--- config.mk ---
export PLATFORM = sky130hd
export DESIGN_NAME = majority_logic_decoder_stream
export DESIGN_NICKNAME = d
export VERILOG_FILES = /design/src/rtl/majority_logic_decoder_stream.sv
export SDC_FILE = /design/constraint.sdc
export NUM_CORES = 1
export LEC_CHECK = 0
export ABC_CLOCK_PERIOD_IN_PS = 5250
export CAP_MARGIN = 25
export CORE_ASPECT_RATIO = 2
export CORE_UTILIZATION = 30
export CTS_CLUSTER_SIZE = 28
export DETAILED_ROUTE_END_ITERATION = 10
export GPL_ROUTABILITY_DRIVEN = 0
export PLACE_DENSITY_LB_ADDON = 0.2
export SETUP_SLACK_MARGIN = 0.02
export SLEW_MARGIN = 5
export SYNTH_ARGS = -nofsm -noshare
export SYNTH_HDL_FRONTEND = slang
export SYNTH_SLANG_ARGS = --single-unit
--- constraint.sdc ---
create_clock -name clk -period 5.25 [get_ports clk]
set_clock_uncertainty 0.15 [all_clocks]
set_input_delay 1.3125 -clock clk [delete_from_list [all_inputs] [get_ports clk]]
set_output_delay 1.3125 -clock clk [all_outputs]
set_load 0.1 [all_outputs]
--- src/rtl/majority_logic_decoder_stream.sv ---
// majority_logic_decoder_stream
//
// One-step majority-logic decoder for cyclic block codes. A received word is
// loaded serially (position 0 first), then corrected in place over N decode
// cycles: each cycle the J orthogonal check sums on position N-1 are formed,
// position N-1 is flipped when at least THRESH of them are 1, and the buffer
// is rotated one place toward higher positions. After N rotations the buffer
// is back in its original order and is presented on the output handshake.
// Defaults decode the (15,7) double-error-correcting BCH code.
//
// Handshakes: a transfer happens on a rising clk edge where valid and ready
// are both 1. in_ready and out_valid are registered and never depend
// combinationally on in_valid or out_ready. While out_valid is 1 and
// out_ready is 0, decoded_vector and err_count hold stable.
//
// Ports:
//   clk            rising-edge clock
//   reset          asynchronous, active-high; returns to LOAD, discards data
//   in_valid       in_bit is valid
//   in_ready       block accepts a bit this cycle (LOAD only)
//   in_bit         received bit, position 0 first, position N-1 last
//   out_valid      decoded_vector / err_count are valid (DONE)
//   out_ready      consumer accepts the result
//   decoded_vector corrected word, bit i = coefficient of x^i
//   err_count      number of bits flipped while decoding (saturates at N)
//   state_dbg      current FSM state (0 LOAD, 1 DECODE, 2 DONE)
module majority_logic_decoder_stream #(
    parameter int N      = 15,
    parameter int J      = 4,
    parameter int THRESH = 3,
    parameter logic [J*N-1:0] CS_MASK = {15'h4580, 15'h5808, 15'h6022, 15'h4045}
) (
    input  logic                     clk,
    input  logic                     reset,
    input  logic                     in_valid,
    output logic                     in_ready,
    input  logic                     in_bit,
    output logic                     out_valid,
    input  logic                     out_ready,
    output logic [N-1:0]             decoded_vector,
    output logic [$clog2(N+1)-1:0]   err_count,
    output logic [1:0]               state_dbg
);

    localparam int EW    = $clog2(N+1);
    localparam int CNT_W = $clog2(N);
    localparam int SW    = $clog2(J+1);

    localparam logic [CNT_W-1:0] CNT_LAST = CNT_W'(N-1);
    localparam logic [EW-1:0]    ERR_MAX  = EW'(N);

    typedef enum logic [1:0] {
        LOAD   = 2'd0,
        DECODE = 2'd1,
        DONE   = 2'd2
    } state_t;

    state_t           state_q;
    logic [N-1:0]     shift_q;
    logic [CNT_W-1:0] cnt_q;

    logic [J-1:0]     chk_vec;
    logic [SW-1:0]    syn_cnt;
    logic             flip;
    logic [N-1:0]     shift_next;

    assign state_dbg = state_q;

    // Check sums on the current buffer. Position N-1 always participates, so
    // after k rotations they vote on original position N-1-k. Bits already
    // corrected in earlier steps feed into these sums.
    always_comb begin
        chk_vec = '0;
        syn_cnt = '0;
        for (int j = 0; j < J; j++) begin
            chk_vec[j] = ^(shift_q & CS_MASK[j*N +: N]);
            syn_cnt    = syn_cnt + SW'(chk_vec[j]);
        end
        flip       = (int'(syn_cnt) >= THRESH);
        shift_next = {shift_q[N-2:0], shift_q[N-1] ^ flip};
    end

    always_ff @(posedge clk or posedge reset) begin
        if (reset) begin
            state_q        <= LOAD;
            shift_q        <= '0;
            cnt_q          <= '0;
            err_count      <= '0;
            decoded_vector <= '0;
            out_valid      <= 1'b0;
            in_ready       <= 1'b1;
        end else begin
            case (state_q)
                LOAD: begin
                    if (in_valid && in_ready) begin
                        shift_q[cnt_q] <= in_bit;
                        if (cnt_q == CNT_LAST) begin
                            cnt_q    <= '0;
                            in_ready <= 1'b0;
                            state_q  <= DECODE;
                        end else begin
                            cnt_q <= cnt_q + 1'b1;
                        end
                    end
                end

                DECODE: begin
                    shift_q <= shift_next;
                    if (flip && (err_count != ERR_MAX)) begin
                        err_count <= err_count + 1'b1;
                    end
                    if (cnt_q == CNT_LAST) begin
                        // Last rotation restores the original bit order.
                        cnt_q          <= '0;
                        decoded_vector <= shift_next;
                        out_valid      <= 1'b1;
                        state_q        <= DONE;
                    end else begin
                        cnt_q <= cnt_q + 1'b1;
                    end
                end

                DONE: begin
                    if (out_valid && out_ready) begin
                        out_valid <= 1'b0;
                        in_ready  <= 1'b1;
                        err_count <= '0;
                        state_q   <= LOAD;
                    end
                end

                default: begin
                    state_q   <= LOAD;
                    cnt_q     <= '0;
                    out_valid <= 1'b0;
                    in_ready  <= 1'b1;
                end
            endcase
        end
    end

endmodule

==> impl_metrics.toml, run 1 <==
[run_status]
status = "complete, no violations"

[floorplanning]
die_area_mm2 = 0.00809
coreArea_mm2 = 0.00754
die-height_um = 126
start_util_pct = 30.7
num_io_pins = 28
fp.dieW_um = 64.1
rows = 45

[worst_setup_path]
slowest_stage = "clkdlybuf4s50_1"
r2r_start = "shift_q[14]"
cp_max_fo = 12
critical_path_depth = 1
required_ns = 3.79
rr_endpoint = "shift_q[0]"
criticalPathCategory = "register to output port"
path_delay_family = "buffers and inverters"
cp.arrival_ns = 2.08
crit_chain = "clkdlybuf4s50_1"
crit_buf_inv = 1
cp_slowest_stage_delay_ns = 1.21
r2r_setup_slack_ns = 2.18
reg2regPathDepth = 10
cp-end-kind = "output port"
startpoint_type = "register"

[clock_tree]
cts_buffers = 5
cts_max_level = 2
clkTransAtPathRegs_ns = 0.06
ctsResizeCount = 0
cts_buffer_depth = 2
numClockSinks = 42
ctsRootBufferMaster = "clkbuf_16"
cts_setup_buffers = 0
worstSkewPairLatency_ns = 0.29
cts_tree = "yes"
hold_buffers = 0

[detailed_routing]
vias = 1898
ant_nets = 0
first_pass_iters = 4
wirelength_mm = 5.64
via_per_inst = 5.05
wire_per_inst_um = 15.0
drtIter0Drc = 26
drcViolationCount = 0

[final_layout]
fin_area_mm2 = 0.00278
fin_util_pct = 36.9
nNetsFinal = 291
diodes = 0
area_growth_pct = 20.3
final_cells = 376
drive_gt1_share_pct = 7.80

[timing]
hold_viol_final = 0
fin_tns_setup_ns = 0
slew_headroom_pct = 34.5
finalCritPeriodShare_pct = 67.5
drv_slew = 0
fmax_mhz = 282
tightestPinTransition_ns = 0.979
period_needed_ns = 3.55
rsz0062_at_grt = "false"
setup_violations = 0

[global_routing]
grt_pass1_vias = 1868
grt_usage_pct = 15.3
overflow = 0
antenna_found_initial = 0
grt_pass1_wl_mm = 9.36
grt_max_degree = 43

[yosys]
synth_simple_gate_area_share_pct = 21.1
synth.top_cell.area_share_pct = 44.3
syn-cell-area_mm2 = 0.00231
syn-num-nets = 269
yosys-top-cells-area = "dfrtp_1 44%, nand2_1 12%, xnor2_1 4.2%"
syn_avg_cell_area_um2 = 8.90
synth_top_family_by_area = "simple AND/OR/NAND/NOR gates"
synth.most_common_cell = "nand2_1"
ys_seq_area_share_pct = 45.5
synth_ff_type = "dfrtp_1"
synth_xor_area_share_pct = 4.92
yosys.area_share.adder_pct = 2.49
synth_common_cells = "72 x nand2_1, 41 x dfrtp_1, 19 x o21ai_1"
async_reset_ff_share_pct = 100
synthMuxAreaShare_pct = 7.19
synth_compound_area_share_pct = 14.6
ys_ff_latch = 42
synth_top_cell_by_area = "dfrtp_1"
yosysUniqueCellTypes = 42
syn-instance-count = 260
ys_warn_count = 0
synth_edf_count = 0

[worst_hold_path]
hold_end = "decoded_vector[4]"
whs_path_depth = 2
min-delay-path-class = "register to register"
hp-start = "decoded_vector[4]"

[power]
power.leakage_nw = 1.25
p_per_area_mw_per_mm2 = 281
p_clk_share_pct = 37.7
pwr-share-comb_pct = 16.2
sw_frac_of_total_pct = 30.4
vdd_drop_max_v = 0.000145
p_seq_share_pct = 46.1
p_int_uw = 545
p_sw_uw = 238

[placed_design]
numPlacedInstances = 368
numPortBuffers = 27
dp_hpwl_mm = 4.02
placed_area_mm2 = 0.00264

[run]
maxCapViolCount = 0
worst max path at each step:
stage | end | startpoint | slack, ns
after floorplan | shift_q[0] | shift_q[14] | 2.31
after global placement | state_dbg[1] | state_dbg[1] | 2.02
after detailed placement | state_dbg[1] | state_dbg[1] | 2.02
after CTS | state_dbg[1] | state_dbg[1] | 1.69
after global routing | state_dbg[1] | state_dbg[1] | 1.63
final | state_dbg[1] | state_dbg[1] | 1.70
placed cells by master, fill, tap and decap left out, drive strengths merged, types with 7 or more instances in the layout:
master	count
nand2	72
dfrtp	41
o21ai	29
clkdlybuf4s50	27
nor2	14
mux2	13
xnor2	11
a21oi	7
a31oi	7
sequential cells by signal, indices dropped and copies added, names as in the netlist:
name and cells:
out_valid 1, err_count 4, cnt_q 4, state_dbg 2, in_ready 1, decoded_vector 15
shift_q 15
routing by layer:
metal / wire length [um] / vias to the layer above / GRT usage, %
li1: - / 927 / -
met1: 2120 / 927 / 15.8
met2: 3180 / 35 / 27.9
met3: 158 / 9 / 3.17
met4: 180 / 0 / 8.50
met5: 0 / - / 0
power groups by stage:
stage | clock (mW) | combinational, mW | sequential, mW
after floorplan | 0 | 0.0795 | 0.384
after global placement | 0 | 0.127 | 0.367
final | 0.295 | 0.127 | 0.361
after detailed placement | 0 | 0.127 | 0.367
after global routing | 0.318 | 0.138 | 0.365
after CTS | 0.308 | 0.128 | 0.360
cells by family (layout without fill, tap and decap cells):
logic type,after synthesis,in the layout
AOI/OAI and AO/OA,56,56
xor gates and xnor gates,13,13
adders and majority gates,4,4
buffers and inverters,20,42
DFF,42,42
muxes,15,15
and+or+nand+nor,110,110
stage by stage:
stage	worst slack, ns	total power, mW	hold WS [ns]
6_report	1.70	0.782	0.319
5_1_grt	1.63	0.820	0.339
4_1_cts	1.69	0.796	0.327
3_5_place_dp	2.02	0.494	0.313
3_3_place_gp	2.02	0.493	0.310
2_1_floorplan	2.31	0.463	0.305
worst min-delay path, stage by stage (launching register included):
cell and delay, ns:
dfrtp_1 0.34, nand2_1 0.05, nand2_1 0.05
cell type report:
cell class | instances | area (um2)
fill | 819 | 4760
clock inverter | 2 | 10.0
tap | 94 | 118
sequential | 42 | 1050
clock buffer | 5 | 125
multi-input combinational | 198 | 1160
timing repair buffer | 31 | 300
inverter | 4 | 15.0
(Power assumes the default switching activity.)
==> run 2: changes to the inputs <==
Settings changed: ABC_CLOCK_PERIOD_IN_PS 5250 to 3150.
Clock period 5.25 ns to 3.15 ns, I/O delays scaled along.
==> run 2 against run 1 <==
  * Combinational power is 68% higher
  * Clock-buffer cell count is 2 higher
  * Critical path depth is 9 higher
  * Die area stayed put
  * Clock power is 78% higher
  * Wire length is 2.4% higher
  * Worst hold slack better by 0.0048 ns
  * Non-clock buffer count is 1 higher
  * Sequential share of layout area is 0.28 points higher
  * Worst setup slack worse by 1.5 ns
  * Largest cell class unchanged
  * Largest power group unchanged
==> impl_metrics.toml, run 2 (synthesis results as in run 1) <==
[timing]
slew_headroom_pct = 55.2
hold_viol_final = 0
whs_ns = 0.324
setup_violations = 0
rsz0062_at_grt = "false"
finalCritPeriodShare_pct = 93.1
drv_slew = 0
fin_tns_setup_ns = 0
fmax_mhz = 341
tightestPinTransition_ns = 0.671
period_needed_ns = 2.93

[detailed_routing]
wire_per_inst_um = 15.3
via_per_inst = 5.03
first_pass_iters = 4
vias = 1902
wirelength_mm = 5.77
ant_nets = 0
drtIter0Drc = 90
drcViolationCount = 0

[final_layout]
layout_commonest_cell = "nand2_1"
n_fill_cell = 827
reg_top3 = "decoded_vector: 15 flops, shift_q: 15 flops"
diodes = 0
multi_input_area_mm2 = 0.00118
register_area_mm2 = 0.00105
area_growth_pct = 19.5
nNetsFinal = 292
final_cells = 378
drive_gt1_share_pct = 16.9
final_cell_mix = "72 x nand2_1, 40 x dfrtp_1, 28 x buf_4"

[clock_tree]
ctsRootBufferMaster = "clkbuf_16"
cts_tree = "yes"
cts_buffers = 5
cts_max_level = 2
cts_setup_buffers = 0
numClockSinks = 42
hold_buffers = 0
clkTransAtPathRegs_ns = 0.06
worstSkewPairLatency_ns = 0.29
cts_buffer_depth = 2

[global_routing]
grt_max_degree = 43
grt_usage_pct = 15.7
overflow = 0
antenna_found_initial = 0
grt_pass1_wl_mm = 9.60
grt_pass1_vias = 1848

[floorplanning]
rows = 45
coreArea_mm2 = 0.00754
num_io_pins = 28
die_area_mm2 = 0.00809
fp.dieW_um = 64.1
die-height_um = 126
start_util_pct = 30.7

[worst_setup_path]
cp.arrival_ns = 2.96
cp-end-kind = "register"
cp_max_fo = 6
required_ns = 3.17
startpoint_type = "register"
criticalPathCategory = "register to register"

[run_status]
status = "complete, no violations"

[placed_design]
numPlacedInstances = 370
dp_hpwl_mm = 4.18
numPortBuffers = 27

[power]
vdd_drop_max_v = 0.000302
p_per_area_mw_per_mm2 = 486
power.leakage_nw = 1.30

[run]
maxCapViolCount = 0

[worst_hold_path]
min-delay-path-class = "register to register"
-- run 2: stage by stage --
| step | setup slack [ns] | area [um2] | total power [mW] | utilization, % |
|---|---|---|---|---|
| 5_1_grt | 0.0742 | 2770 | 1.40 | 36.7 |
| 2_1_floorplan | 0.212 | 2310 | 0.772 | - |
| 6_report | 0.217 | 2770 | 1.34 | 36.7 |
| 3_5_place_dp | 0.177 | 2600 | 0.828 | 34.4 |
| 4_1_cts | 0.163 | 2750 | 1.36 | 36.4 |
| 3_3_place_gp | 0.238 | 2600 | 0.824 | 34.4 |
-- run 2: final cells by class --
class / instances / area share [%]
Clock buffer: 7 / 5.16
Clock inverter: 1 / 0.181
Inverter: 4 / 0.543
Multi-Input combinational cell: 198 / 42.7
Sequential cell: 42 / 38.1
Tap cell: 94 / 4.25
Timing Repair Buffer: 32 / 9.05
-- run 2: worst paths after layout --
check	from	to	slack (ns)	depth (start not counted)
worst min register to register	decoded_vector[9]	decoded_vector[9]	0.32	2
worst max-delay path	shift_q[14]	shift_q[0]	0.22	10
min in group asynchronous	reset	shift_q[0]	0.80	3
max in group asynchronous	reset	shift_q[14]	1.64	3
worst max register to register	shift_q[14]	shift_q[0]	0.22	10
worst min-delay path	decoded_vector[9]	decoded_vector[9]	0.32	2
-- run 2: report_power, final --
group	switching [mW]	internal (mW)	leakage (nW)	total, mW
combinational	0.152	0.0605	0.656	0.213
clock	0.211	0.314	0.0739	0.525
sequential	0.0449	0.561	0.568	0.606
total	0.408	0.936	1.30	1.34
-- run 2: layer usage --
layer | wire length, um | GRT usage, % | up-vias
met5 | 0 | 0 | -
met4 | 149 | 7.45 | 0
met3 | 94 | 2.54 | 9
met2 | 3270 | 28.9 | 20
met1 | 2260 | 16.8 | 945
li1 | - | - | 928
-- run 2: critical path, stage by stage, from the launching register on --
cell	delay, ns
dfrtp_2	0.47
xnor2_2	0.16
xnor2_1	0.15
fa_1	0.55
inv_1	0.05
ha_1	0.19
ha_1	0.26
a21oi_1	0.22
xor2_1	0.23
o22ai_1	0.10
mux2_1	0.29
-- run 2: what timing repair did --
item | in CTS | in global routing
resized for setup | 0 | 3
endpoints found under the hold margin | 0 | 0
setup endpoints to repair | 0 | 2
